===== src/rtl/sys_ctrl_rx_decoder_pkg.sv =====
// Shared constants and types for the system-controller UART-RX command decoder.
// The optional inter-byte timeout is enabled by defining SYS_CTRL_RX_TIMEOUT_EN.
package sys_ctrl_pkg;

  localparam logic [7:0] CMD_RF_WR   = 8'hAA;
  localparam logic [7:0] CMD_RF_RD   = 8'hBB;
  localparam logic [7:0] CMD_ALU_OP  = 8'hCC;
  localparam logic [7:0] CMD_ALU_NOP = 8'hDD;

  localparam int ALU_FUN_W = 4;

  typedef enum logic [2:0] {
    IDLE,
    WR_ADDR,
    WR_DATA,
    RD_ADDR,
    OPA,
    OPB,
    FUN
  } state_t;

  // An address byte is legal only when every bit above the register-file address width is zero.
  function automatic logic addr_legal(input logic [31:0] rx_byte, input int addr_w);
    return (rx_byte >> addr_w) == 32'd0;
  endfunction

endpackage


===== src/rtl/sys_ctrl_rx_decoder_if.sv =====
// Bundle between the UART receiver side and the RegFile/ALU command side of the decoder.
// slave is the decoder's view; master is the view of whatever drives bytes and observes strobes.
interface sys_ctrl_rx_decoder_if #(
  parameter int DATA_W = 8,
  parameter int ADDR_W = 4
);

  logic [DATA_W-1:0]                RX_P_DATA;
  logic                             RX_D_VLD;
  logic                             WR_EN;
  logic                             RD_EN;
  logic [ADDR_W-1:0]                ADDR;
  logic [DATA_W-1:0]                WR_DATA;
  logic                             ALU_EN;
  logic [sys_ctrl_pkg::ALU_FUN_W-1:0] ALU_FUN;
  logic                             ALU_CLK_EN;
  logic                             BUSY;
  logic                             FRAME_ERR;

  modport slave (
    input  RX_P_DATA, RX_D_VLD,
    output WR_EN, RD_EN, ADDR, WR_DATA, ALU_EN, ALU_FUN, ALU_CLK_EN, BUSY, FRAME_ERR
  );

  modport master (
    output RX_P_DATA, RX_D_VLD,
    input  WR_EN, RD_EN, ADDR, WR_DATA, ALU_EN, ALU_FUN, ALU_CLK_EN, BUSY, FRAME_ERR
  );

endinterface


===== src/rtl/sys_ctrl_rx_decoder_timeout_cnt.sv =====
// Inter-byte idle counter: counts idle cycles of a frame in progress and flags the cycle
// in which the idle run reaches its limit. Only instantiated when SYS_CTRL_RX_TIMEOUT_EN is defined.
module sys_ctrl_timeout_cnt #(
  parameter int TIMEOUT_CYC = 1024
) (
  input  logic CLK,
  input  logic RST,
  input  logic clear,
  input  logic tick,
  output logic expire
);

  localparam int CNT_W = (TIMEOUT_CYC > 2) ? $clog2(TIMEOUT_CYC) : 1;

  logic [CNT_W-1:0] count;

  // expire fires in the idle cycle whose increment would bring the count to TIMEOUT_CYC-1,
  // so a byte arriving in that same cycle still wins over the timeout.
  assign expire = tick && (count == CNT_W'(TIMEOUT_CYC - 2));

  always_ff @(posedge CLK or posedge RST) begin
    if (RST) begin
      count <= '0;
    end else if (clear) begin
      count <= '0;
    end else if (tick) begin
      count <= count + 1'b1;
    end
  end

endmodule


===== src/rtl/sys_ctrl_rx_decoder.sv =====
// Second-generation UART-RX command decoder: framed bytes in, registered RegFile/ALU strobes out.
// Define SYS_CTRL_RX_TIMEOUT_EN to abandon frames that stall for TIMEOUT_CYC idle cycles.
module sys_ctrl_rx_decoder
  import sys_ctrl_pkg::*;
#(
  parameter int DATA_W      = 8,
  parameter int ADDR_W      = 4,
  parameter int OPA_ADDR    = 0,
  parameter int OPB_ADDR    = 1,
  parameter int TIMEOUT_CYC = 1024
) (
  input  logic                   CLK,
  input  logic                   RST,
  sys_ctrl_rx_decoder_if.slave   bus
);

  state_t state;
  state_t state_next;

  logic [ADDR_W-1:0]    addr_hold;
  logic [ADDR_W-1:0]    addr_hold_next;

  logic                 wr_en_next;
  logic                 rd_en_next;
  logic                 alu_en_next;
  logic                 frame_err_next;
  logic                 busy_next;
  logic                 clk_en_next;
  logic [ADDR_W-1:0]    addr_next;
  logic [DATA_W-1:0]    wr_data_next;
  logic [ALU_FUN_W-1:0] fun_next;

  logic                 vld;
  logic [DATA_W-1:0]    rx_byte;
  logic                 byte_ok;
  logic                 timeout;

  assign vld     = bus.RX_D_VLD;
  assign rx_byte = bus.RX_P_DATA;
  assign byte_ok = addr_legal(32'(rx_byte), ADDR_W);

`ifdef SYS_CTRL_RX_TIMEOUT_EN
  sys_ctrl_timeout_cnt #(
    .TIMEOUT_CYC (TIMEOUT_CYC)
  ) u_timeout_cnt (
    .CLK    (CLK),
    .RST    (RST),
    .clear  (vld || (state == IDLE)),
    .tick   (!vld && (state != IDLE)),
    .expire (timeout)
  );
`else
  assign timeout = 1'b0;
`endif

  always_ff @(posedge CLK or posedge RST) begin
    if (RST) begin
      state          <= IDLE;
      addr_hold      <= '0;
      bus.WR_EN      <= 1'b0;
      bus.RD_EN      <= 1'b0;
      bus.ADDR       <= '0;
      bus.WR_DATA    <= '0;
      bus.ALU_EN     <= 1'b0;
      bus.ALU_FUN    <= '0;
      bus.ALU_CLK_EN <= 1'b0;
      bus.BUSY       <= 1'b0;
      bus.FRAME_ERR  <= 1'b0;
    end else begin
      state          <= state_next;
      addr_hold      <= addr_hold_next;
      bus.WR_EN      <= wr_en_next;
      bus.RD_EN      <= rd_en_next;
      bus.ADDR       <= addr_next;
      bus.WR_DATA    <= wr_data_next;
      bus.ALU_EN     <= alu_en_next;
      bus.ALU_FUN    <= fun_next;
      bus.ALU_CLK_EN <= clk_en_next;
      bus.BUSY       <= busy_next;
      bus.FRAME_ERR  <= frame_err_next;
    end
  end

  // Outputs are computed for the cycle after the accepting edge, so every strobe is one
  // registered cycle wide and ADDR/WR_DATA/ALU_FUN fall back to zero when nothing fires.
  always_comb begin
    state_next     = state;
    addr_hold_next = addr_hold;
    wr_en_next     = 1'b0;
    rd_en_next     = 1'b0;
    alu_en_next    = 1'b0;
    frame_err_next = 1'b0;
    addr_next      = '0;
    wr_data_next   = '0;
    fun_next       = '0;

    if (timeout) begin
      state_next     = IDLE;
      frame_err_next = 1'b1;
    end else if (vld) begin
      case (state)
        IDLE: begin
          if (rx_byte == DATA_W'(CMD_RF_WR)) begin
            state_next = WR_ADDR;
          end else if (rx_byte == DATA_W'(CMD_RF_RD)) begin
            state_next = RD_ADDR;
          end else if (rx_byte == DATA_W'(CMD_ALU_OP)) begin
            state_next = OPA;
          end else if (rx_byte == DATA_W'(CMD_ALU_NOP)) begin
            state_next = FUN;
          end else begin
            frame_err_next = 1'b1;
          end
        end
        WR_ADDR: begin
          if (byte_ok) begin
            addr_hold_next = rx_byte[ADDR_W-1:0];
            state_next     = WR_DATA;
          end else begin
            state_next     = IDLE;
            frame_err_next = 1'b1;
          end
        end
        WR_DATA: begin
          wr_en_next   = 1'b1;
          addr_next    = addr_hold;
          wr_data_next = rx_byte;
          state_next   = IDLE;
        end
        RD_ADDR: begin
          if (byte_ok) begin
            rd_en_next = 1'b1;
            addr_next  = rx_byte[ADDR_W-1:0];
          end else begin
            frame_err_next = 1'b1;
          end
          state_next = IDLE;
        end
        OPA: begin
          wr_en_next   = 1'b1;
          addr_next    = ADDR_W'(OPA_ADDR);
          wr_data_next = rx_byte;
          state_next   = OPB;
        end
        OPB: begin
          wr_en_next   = 1'b1;
          addr_next    = ADDR_W'(OPB_ADDR);
          wr_data_next = rx_byte;
          state_next   = FUN;
        end
        FUN: begin
          alu_en_next = 1'b1;
          fun_next    = rx_byte[ALU_FUN_W-1:0];
          state_next  = IDLE;
        end
        default: begin
          state_next = IDLE;
        end
      endcase
    end

    // BUSY and the ALU clock gate stay up through the completing strobe cycle.
    busy_next   = (state_next != IDLE) || wr_en_next || rd_en_next || alu_en_next;
    clk_en_next = (state_next == OPA) || (state_next == OPB) || (state_next == FUN) || alu_en_next;
  end

endmodule


===== src/flat_wrapper.sv =====
// flat-port wrapper written by rule: the top's interface ports become plain ports
module sys_ctrl_rx_decoder_flat import sys_ctrl_pkg::*;
#(
  parameter int DATA_W      = 8,
  parameter int ADDR_W      = 4,
  parameter int OPA_ADDR    = 0,
  parameter int OPB_ADDR    = 1,
  parameter int TIMEOUT_CYC = 1024
)
  (CLK, RST, bus_RX_P_DATA, bus_RX_D_VLD, bus_WR_EN, bus_RD_EN, bus_ADDR, bus_WR_DATA, bus_ALU_EN, bus_ALU_FUN, bus_ALU_CLK_EN, bus_BUSY, bus_FRAME_ERR);
  sys_ctrl_rx_decoder_if #(.DATA_W(DATA_W), .ADDR_W(ADDR_W)) bus_i ();
  input  logic CLK;
  input  logic RST;
  input wire logic [$bits(bus_i.RX_P_DATA)-1:0] bus_RX_P_DATA;
  input wire logic [$bits(bus_i.RX_D_VLD)-1:0] bus_RX_D_VLD;
  output wire logic [$bits(bus_i.WR_EN)-1:0] bus_WR_EN;
  output wire logic [$bits(bus_i.RD_EN)-1:0] bus_RD_EN;
  output wire logic [$bits(bus_i.ADDR)-1:0] bus_ADDR;
  output wire logic [$bits(bus_i.WR_DATA)-1:0] bus_WR_DATA;
  output wire logic [$bits(bus_i.ALU_EN)-1:0] bus_ALU_EN;
  output wire logic [$bits(bus_i.ALU_FUN)-1:0] bus_ALU_FUN;
  output wire logic [$bits(bus_i.ALU_CLK_EN)-1:0] bus_ALU_CLK_EN;
  output wire logic [$bits(bus_i.BUSY)-1:0] bus_BUSY;
  output wire logic [$bits(bus_i.FRAME_ERR)-1:0] bus_FRAME_ERR;
  assign bus_i.RX_P_DATA = bus_RX_P_DATA;
  assign bus_i.RX_D_VLD = bus_RX_D_VLD;
  assign bus_WR_EN = bus_i.WR_EN;
  assign bus_RD_EN = bus_i.RD_EN;
  assign bus_ADDR = bus_i.ADDR;
  assign bus_WR_DATA = bus_i.WR_DATA;
  assign bus_ALU_EN = bus_i.ALU_EN;
  assign bus_ALU_FUN = bus_i.ALU_FUN;
  assign bus_ALU_CLK_EN = bus_i.ALU_CLK_EN;
  assign bus_BUSY = bus_i.BUSY;
  assign bus_FRAME_ERR = bus_i.FRAME_ERR;
  sys_ctrl_rx_decoder #(.DATA_W(DATA_W), .ADDR_W(ADDR_W), .OPA_ADDR(OPA_ADDR), .OPB_ADDR(OPB_ADDR), .TIMEOUT_CYC(TIMEOUT_CYC)) u_core (.CLK(CLK), .RST(RST), .bus(bus_i));
endmodule

===== config.mk =====
export PLATFORM = sky130hd
export DESIGN_NAME = sys_ctrl_rx_decoder_flat
export DESIGN_NICKNAME = d
export VERILOG_FILES = /design/src/rtl/sys_ctrl_rx_decoder_pkg.sv /design/src/rtl/sys_ctrl_rx_decoder_if.sv /design/src/rtl/sys_ctrl_rx_decoder_timeout_cnt.sv /design/src/rtl/sys_ctrl_rx_decoder.sv /design/src/flat_wrapper.sv
export SDC_FILE = /design/constraint.sdc
export NUM_CORES = 1
export LEC_CHECK = 0
export ABC_AREA = 1
export CORE_UTILIZATION = 42
export DETAILED_ROUTE_END_ITERATION = 10
export GPL_TIMING_DRIVEN = 0
export PLACE_DENSITY = 0.75
export SYNTH_ARGS = -nofsm -noshare
export SYNTH_HDL_FRONTEND = slang
export SYNTH_SLANG_ARGS = --single-unit
export TNS_END_PERCENT = 100

===== constraint.sdc =====
create_clock -name CLK -period 1.26 [get_ports CLK]
set_input_delay 0.252 -clock CLK [delete_from_list [all_inputs] [get_ports CLK]]
set_output_delay 0.252 -clock CLK [all_outputs]
set_load 0.01 [all_outputs]

After elaboration in Yosys (flattened, before gate mapping)
Index checks and enable logic that the tools add are counted.
Storage, ports and cells
  bits in registers: 29
  input port bits: 11
  output and inout bits: 22
  word-level logic and storage cells: 64
Operators by class
  equality and inequality tests: 13
  multiplexer cells: 28
  reduce and logical (&&, ||, !) cells: 12
Operator list (count)
  $eq A8 B8 Y1 const B: 4
  $logic_not A32 Y1: 1
  $eq A3 B3 Y1 const B: 6
  $mux W4: 4
  $mux W8: 2
  $mux W3: 5
  $mux W1: 13
  $pmux W3 S4: 1
  $pmux W4 S3: 1
  $eq A3 B2 Y1 const B: 2
  $logic_or A1 B1 Y1: 6
  $eq A3 B1 Y1 const B: 1
  $logic_not A3 Y1: 1
  $reduce_and A3 Y1: 1
  $reduce_bool A3 Y1: 1
  $reduce_or A3 Y1: 1
  $mux W2: 1
  $pmux W1 S2: 1
  $reduce_or A2 Y1: 1

Depth between registers and ports, before layout
  word-level depth: 11
  depth in mapped cells: 12

Worst setup path before layout
OpenSTA, ideal clock, no wires.
  path type: reg2reg
  start: register u_core.state[1]
  end: register u_core.bus.ALU_CLK_EN
  setup time: 123 ps
  arrival time: 1063 ps
  data required time: 1137 ps
  slack: 74 ps
  cell stages (with the launch flop): 11
  period minus slack after synthesis: 1186 ps
  path through: dfrtp_1 -> inv_1 -> nand3_1 -> nor2_1 -> nor2_1 -> nand2_1 -> nand2_1 -> nand2_2 -> nand2_1 -> nand2_1 -> nand2_1
On the way
  cells in the longest elaborated chain, start to end: 10
  elaborated cells on any way between the ends: 19
  those cells by class: eq/ne (7); mux (8); reduce/logical (4)
Ends and longest elaborated chain
  start: declaration: line sys_ctrl_rx_decoder.sv:17  | state_t state;
  start signal: assignment: line sys_ctrl_rx_decoder.sv:70  | state <= state_next;
  $mux W3: line sys_ctrl_rx_decoder.sv:109  | end else if (rx_byte == DATA_W'(CMD_ALU_NOP)) begin
  $mux W3: line sys_ctrl_rx_decoder.sv:107  | end else if (rx_byte == DATA_W'(CMD_ALU_OP)) begin
  $mux W3: line sys_ctrl_rx_decoder.sv:105  | end else if (rx_byte == DATA_W'(CMD_RF_RD)) begin
  $mux W3: line sys_ctrl_rx_decoder.sv:103  | if (rx_byte == DATA_W'(CMD_RF_WR)) begin
  $pmux W3 S4: line sys_ctrl_rx_decoder.sv:101  | case (state)
  $mux W3 *: line sys_ctrl_rx_decoder.sv:100  | end else if (vld) begin
  named net u_core.state_next[1]: line sys_ctrl_rx_decoder.sv:18  | state_t state_next;
  $eq A3 B3 Y1: line sys_ctrl_rx_decoder.sv:164  | clk_en_next = (state_next == OPA) || (state_next == OPB) || (state_next == FUN) || alu_en_next;
  $logic_or A1 B1 Y1: line sys_ctrl_rx_decoder.sv:164
  $logic_or A1 B1 Y1 * (2 in series): line sys_ctrl_rx_decoder.sv:164
  named net u_core.clk_en_next: line sys_ctrl_rx_decoder.sv:28  | logic clk_en_next;
  end signal: assignment: line sys_ctrl_rx_decoder.sv:78  | bus.ALU_CLK_EN <= clk_en_next;
  end: declaration: line sys_ctrl_rx_decoder_if.sv:22  | output WR_EN, RD_EN, ADDR, WR_DATA, ALU_EN, ALU_FUN, ALU_CLK_EN, BUSY, FRAME_ERR
The timed path passes the listed nets; every way through them passes the cells marked *.
A chain may end at the register's enable or synchronous reset.

Worst setup path after layout
  start: register u_core.state[1]
  end: register u_core.bus.BUSY
On the way
  cells in the longest elaborated chain, start to end: 10
  elaborated cells on any way between the ends: 24
  those cells by class: eq/ne (6); mux (12); reduce/logical (6)
Ends and longest elaborated chain
  $mux W3: line sys_ctrl_rx_decoder.sv:109
  $mux W3: line sys_ctrl_rx_decoder.sv:107
  $mux W3: line sys_ctrl_rx_decoder.sv:105
  $mux W3: line sys_ctrl_rx_decoder.sv:103
  $pmux W3 S4: line sys_ctrl_rx_decoder.sv:101
  $mux W3: line sys_ctrl_rx_decoder.sv:100
  $reduce_bool A3 Y1: line sys_ctrl_rx_decoder.sv:163  | busy_next = (state_next != IDLE) || wr_en_next || rd_en_next || alu_en_next;
  $logic_or A1 B1 Y1 (2 in series): line sys_ctrl_rx_decoder.sv:163
  $logic_or A1 B1 Y1 *: line sys_ctrl_rx_decoder.sv:163
  named net u_core.busy_next: line sys_ctrl_rx_decoder.sv:27  | logic busy_next;
  end signal: assignment: line sys_ctrl_rx_decoder.sv:79  | bus.BUSY <= busy_next;
  end: declaration: line sys_ctrl_rx_decoder_if.sv:22
Marked as above.

==> impl_metrics.csv <==
group,metric,value,unit
pwr,irDropWorstVdd,0.788,mV
logic_synthesis,yosys.cell_count.top_type,"nand2_1",
timing,final_hold_viol_count,0,
grt,grt_overflow_total,0,
clock_tree,htree_levels,2,
setup_path,crit_chain,"clkinv_4 -> buf_4 -> nor3_4 -> inv_2 -> nor2_4 -> nand2_2 -> nand3_2 -> nor2_1 -> nand2_1",
floorplan,fp-row-count,19,
logic_synthesis,synth.area.top_cells,"dfrtp_1 (58%), nand2_1 (8.9%), nor2_1 (8.3%), inv_1 (4.5%), nand2_2 (2.5%)",
logic_synthesis,synth_area_leader_cell,"dfrtp_1",
timing,setup_violations,15,
setup_path,slowest_delay,440,ps
grt,grtUsageTotal,18.7,%
logic_synthesis,async_reset_ff_share,100,%
drt,detail_route.iter0.violations,49,
timing,setup_slack,-118,ps
placement,dp.cells,208,
drt,drc,2,
final_layout,fin_cells,228,
logic_synthesis,synth_warnings,0,
timing,timing.hold.ws,285,ps
clock_tree,clk_latency,330,ps
timing,tightest_slew,628,ps
floorplan,io_pins,33,
logic_synthesis,synth_cell_types,19,
final_layout,layout-drive-gt1-share,32.0,%
logic_synthesis,netlist.area_leader.share,57.6,%
pwr,power.density,1740,nW/um2
outcome,failed_checks,"DRC, setup timing",
logic_synthesis,synth-seq-area-share,57.6,%
drt,wl,3120,um
timing,rsz0062_at_grt,"yes",
logic_synthesis,ys_ff_latch,29,
logic_synthesis,synth_cells,146,
logic_synthesis,syn_nets,157,
setup_path,critPathMaxFanout,6,
placement,place_area,1610,um2
timing,period_minus_slack,1380,ps
grt,grt_first_pass_wirelength,4490,um
floorplan,die_y,56.8,um
setup_path,end_kind,"flip-flop",
setup_path,worstPathRequired,1540,ps
drt,ant_nets,0,
clock_tree,clk_pin_slew_worst_paths,90,ps
final_layout,regArea,729,um2
floorplan,die_w,56.8,um
logic_synthesis,synth_common_cells,"nand2_1 (30), dfrtp_1 (29), nor2_1 (28)",
final_layout,syn_to_final_growth,45.9,%
clock_tree,cts_tree,"done",
clock_tree,clock-sinks,29,
final_layout,postLayoutCellArea,1840,um2
timing,fin_crit_sh,109,%
placement,portBuffers,31,
clock_tree,numCtsBuffers,5,
grt,grt_pass1_vias,1073,
logic_synthesis,netlist_area,1260,um2
final_layout,multi_input_area,532,um2
logic_synthesis,ys.flop_type,"dfrtp_1",
timing,skew,12.5,ps
drt,vias,1168,
grt,grt_max_degree,30,
logic_synthesis,synth_edf_count,0,
timing,maxSlewViolCount,0,
placement,gp_congestion,0.851,
clock_tree,clk_path_buf_depth,2,
worst_hold_path,min_path_type,"in -> reg",
setup_path,critical_path.startpoint_type,"flip-flop",
timing,fmax,726,MHz
floorplan,coreArea,2810,um2
pwr,leakagePower,0.000983,uW
job,maxCapViolCount,0,
clock_tree,ctsRootBufferMaster,"clkbuf_4",
drt,drt-wirelength-per-cell,13.7,um
grt,antenna_found_initial,0,
setup_path,critical_path_class,"reg -> reg",
floorplan,die_area,3220,um2
final_layout,fin_nets,208,
drt,vias_per_cell,5.12,
final_layout,nFillCells,229,
timing,maxSlewHeadroom,58.0,%
drt,firstDrtPassIters,7,
logic_synthesis,syn_avg_cell_area,8.63,um2
outcome,status,"complete, but fails checks",
placement,hpwl,1830,um
floorplan,start_util,44.9,%
setup_path,cp_slowest_cell,"dfrtp_2",
setup_path,cp.arrival,1660,ps
final_layout,diodes,0,
timing,setup_tns,-965,ps
routing by layer:
| layer | routed length, um | vias to the layer above | GRT usage [%] |
|---|---|---|---|
| met1 | 1190 | 538 | 21.0 |
| met2 | 1610 | 59 | 32.7 |
| met5 | 0 | - | 0 |
| li1 | - | 559 | - |
| met3 | 225 | 12 | 5.07 |
| met4 | 93 | 0 | 9.06 |
power breakdown:
part	switching [uW]	internal (uW)	total (uW)
Sequential	145	1130	1280
Combinational	758	604	1360
Clock	304	263	567
path summary, 6_finish.rpt:
path / depth (start not counted) / from / endpoint / slack [ps]
setup / recovery: 9 / u_core.state[1] / u_core.bus.BUSY / -120
hold / removal: 3 / bus_RX_D_VLD / u_core.state[2] / 290
setup reg to reg: 9 / u_core.state[1] / u_core.bus.BUSY / -120
hold reg to reg: 2 / u_core.addr_hold[1] / u_core.addr_hold[1] / 510
max in group asynchronous: 2 / RST / u_core.state[0] / 540
min in group asynchronous: 2 / RST / u_core.bus.WR_DATA[2] / 340
critical path: cells and delay by family (launching register included):
family        cells  cell delay, ps
simple gates      6             560
flops             1             440
buf+inv           3             340
per-stage QoR:
stage	setup WS, ps	total power (uW)	utilization (%)
floorplan	73.6	1810	-
global placement	-491	2190	57.4
detailed placement	-503	2220	57.4
CTS	-36.1	2870	61.0
global route	-183	3400	65.5
finish	-118	3210	65.5
cells by family after synthesis:
| logic type | after synthesis | share of synthesized area (%) |
|---|---|---|
| buf+inv | 23 | 6.95 |
| flops | 29 | 57.6 |
| compound gates | 12 | 5.36 |
| simple gates | 82 | 30.1 |
what timing repair did:
action / in CTS / in global routing
hold buffers: 0 / 0
gates resized for setup: 43 / 25
buffers inserted: 6 / 7
setup endpoints to repair: 39 / 27
pin swaps: 2 / 8
endpoints found under the hold margin: 0 / 0
sequential cells by signal, summed over array words and instances (netlist names):
| register | count |
|---|---|
| u_core.bus.BUSY | 1 |
| u_core.bus.RD_EN | 1 |
| u_core.bus.ADDR | 4 |
| u_core.bus.ALU_CLK_EN | 1 |
| u_core.state | 3 |
| u_core.bus.WR_EN | 1 |
| u_core.addr_hold | 4 |
| u_core.bus.ALU_FUN | 4 |
| u_core.bus.FRAME_ERR | 1 |
| u_core.bus.WR_DATA | 8 |
| u_core.bus.ALU_EN | 1 |
cell type report:
cell class	count	share of cell area (%)
inverter	22	5.24
clock buffer	7	3.00
sequential	29	39.7
tap	31	2.11
multi-input combinational	94	28.9
buffer	1	0.272
timing repair buffer	44	20.8
cells in the final DEF (no fill, tap or decap):
cell type / synthesis / final
dlygate4sd2_1: 0 / 27
dfrtp_1: 29 / 26
nand2_1: 30 / 24
nor2_1: 28 / 24
buf_4: 0 / 11
inv_1: 15 / 10
nand2_2: 5 / 9
inv_2: 7 / 8
nor2_2: 4 / 6
o21ai_1: 5 / 5
clkbuf_4: 0 / 5
nand3_1: 6 / 4
nor2_4: 1 / 3
nand3_2: 1 / 3
nor3_1: 3 / 3
clkdlybuf4s15_1: 0 / 3
dfrtp_2: 0 / 3
inv_4: 0 / 2
nand2_4: 0 / 2
nor3_4: 0 / 2
a22oi_1: 3 / 2
a21oi_1: 3 / 2
buf_6: 0 / 2
buf_2: 1 / 1
clkinv_4: 0 / 1
nand4_4: 0 / 1
o21ai_0: 1 / 1
a22oi_2: 0 / 1
a21oi_2: 0 / 1
nand4_1: 1 / 1
clkinvlp_4: 0 / 1
clkbuf_1: 0 / 1
clkbuf_8: 0 / 1
clkdlybuf4s50_1: 0 / 1
Note: power is estimated with default switching activity, not from simulation.
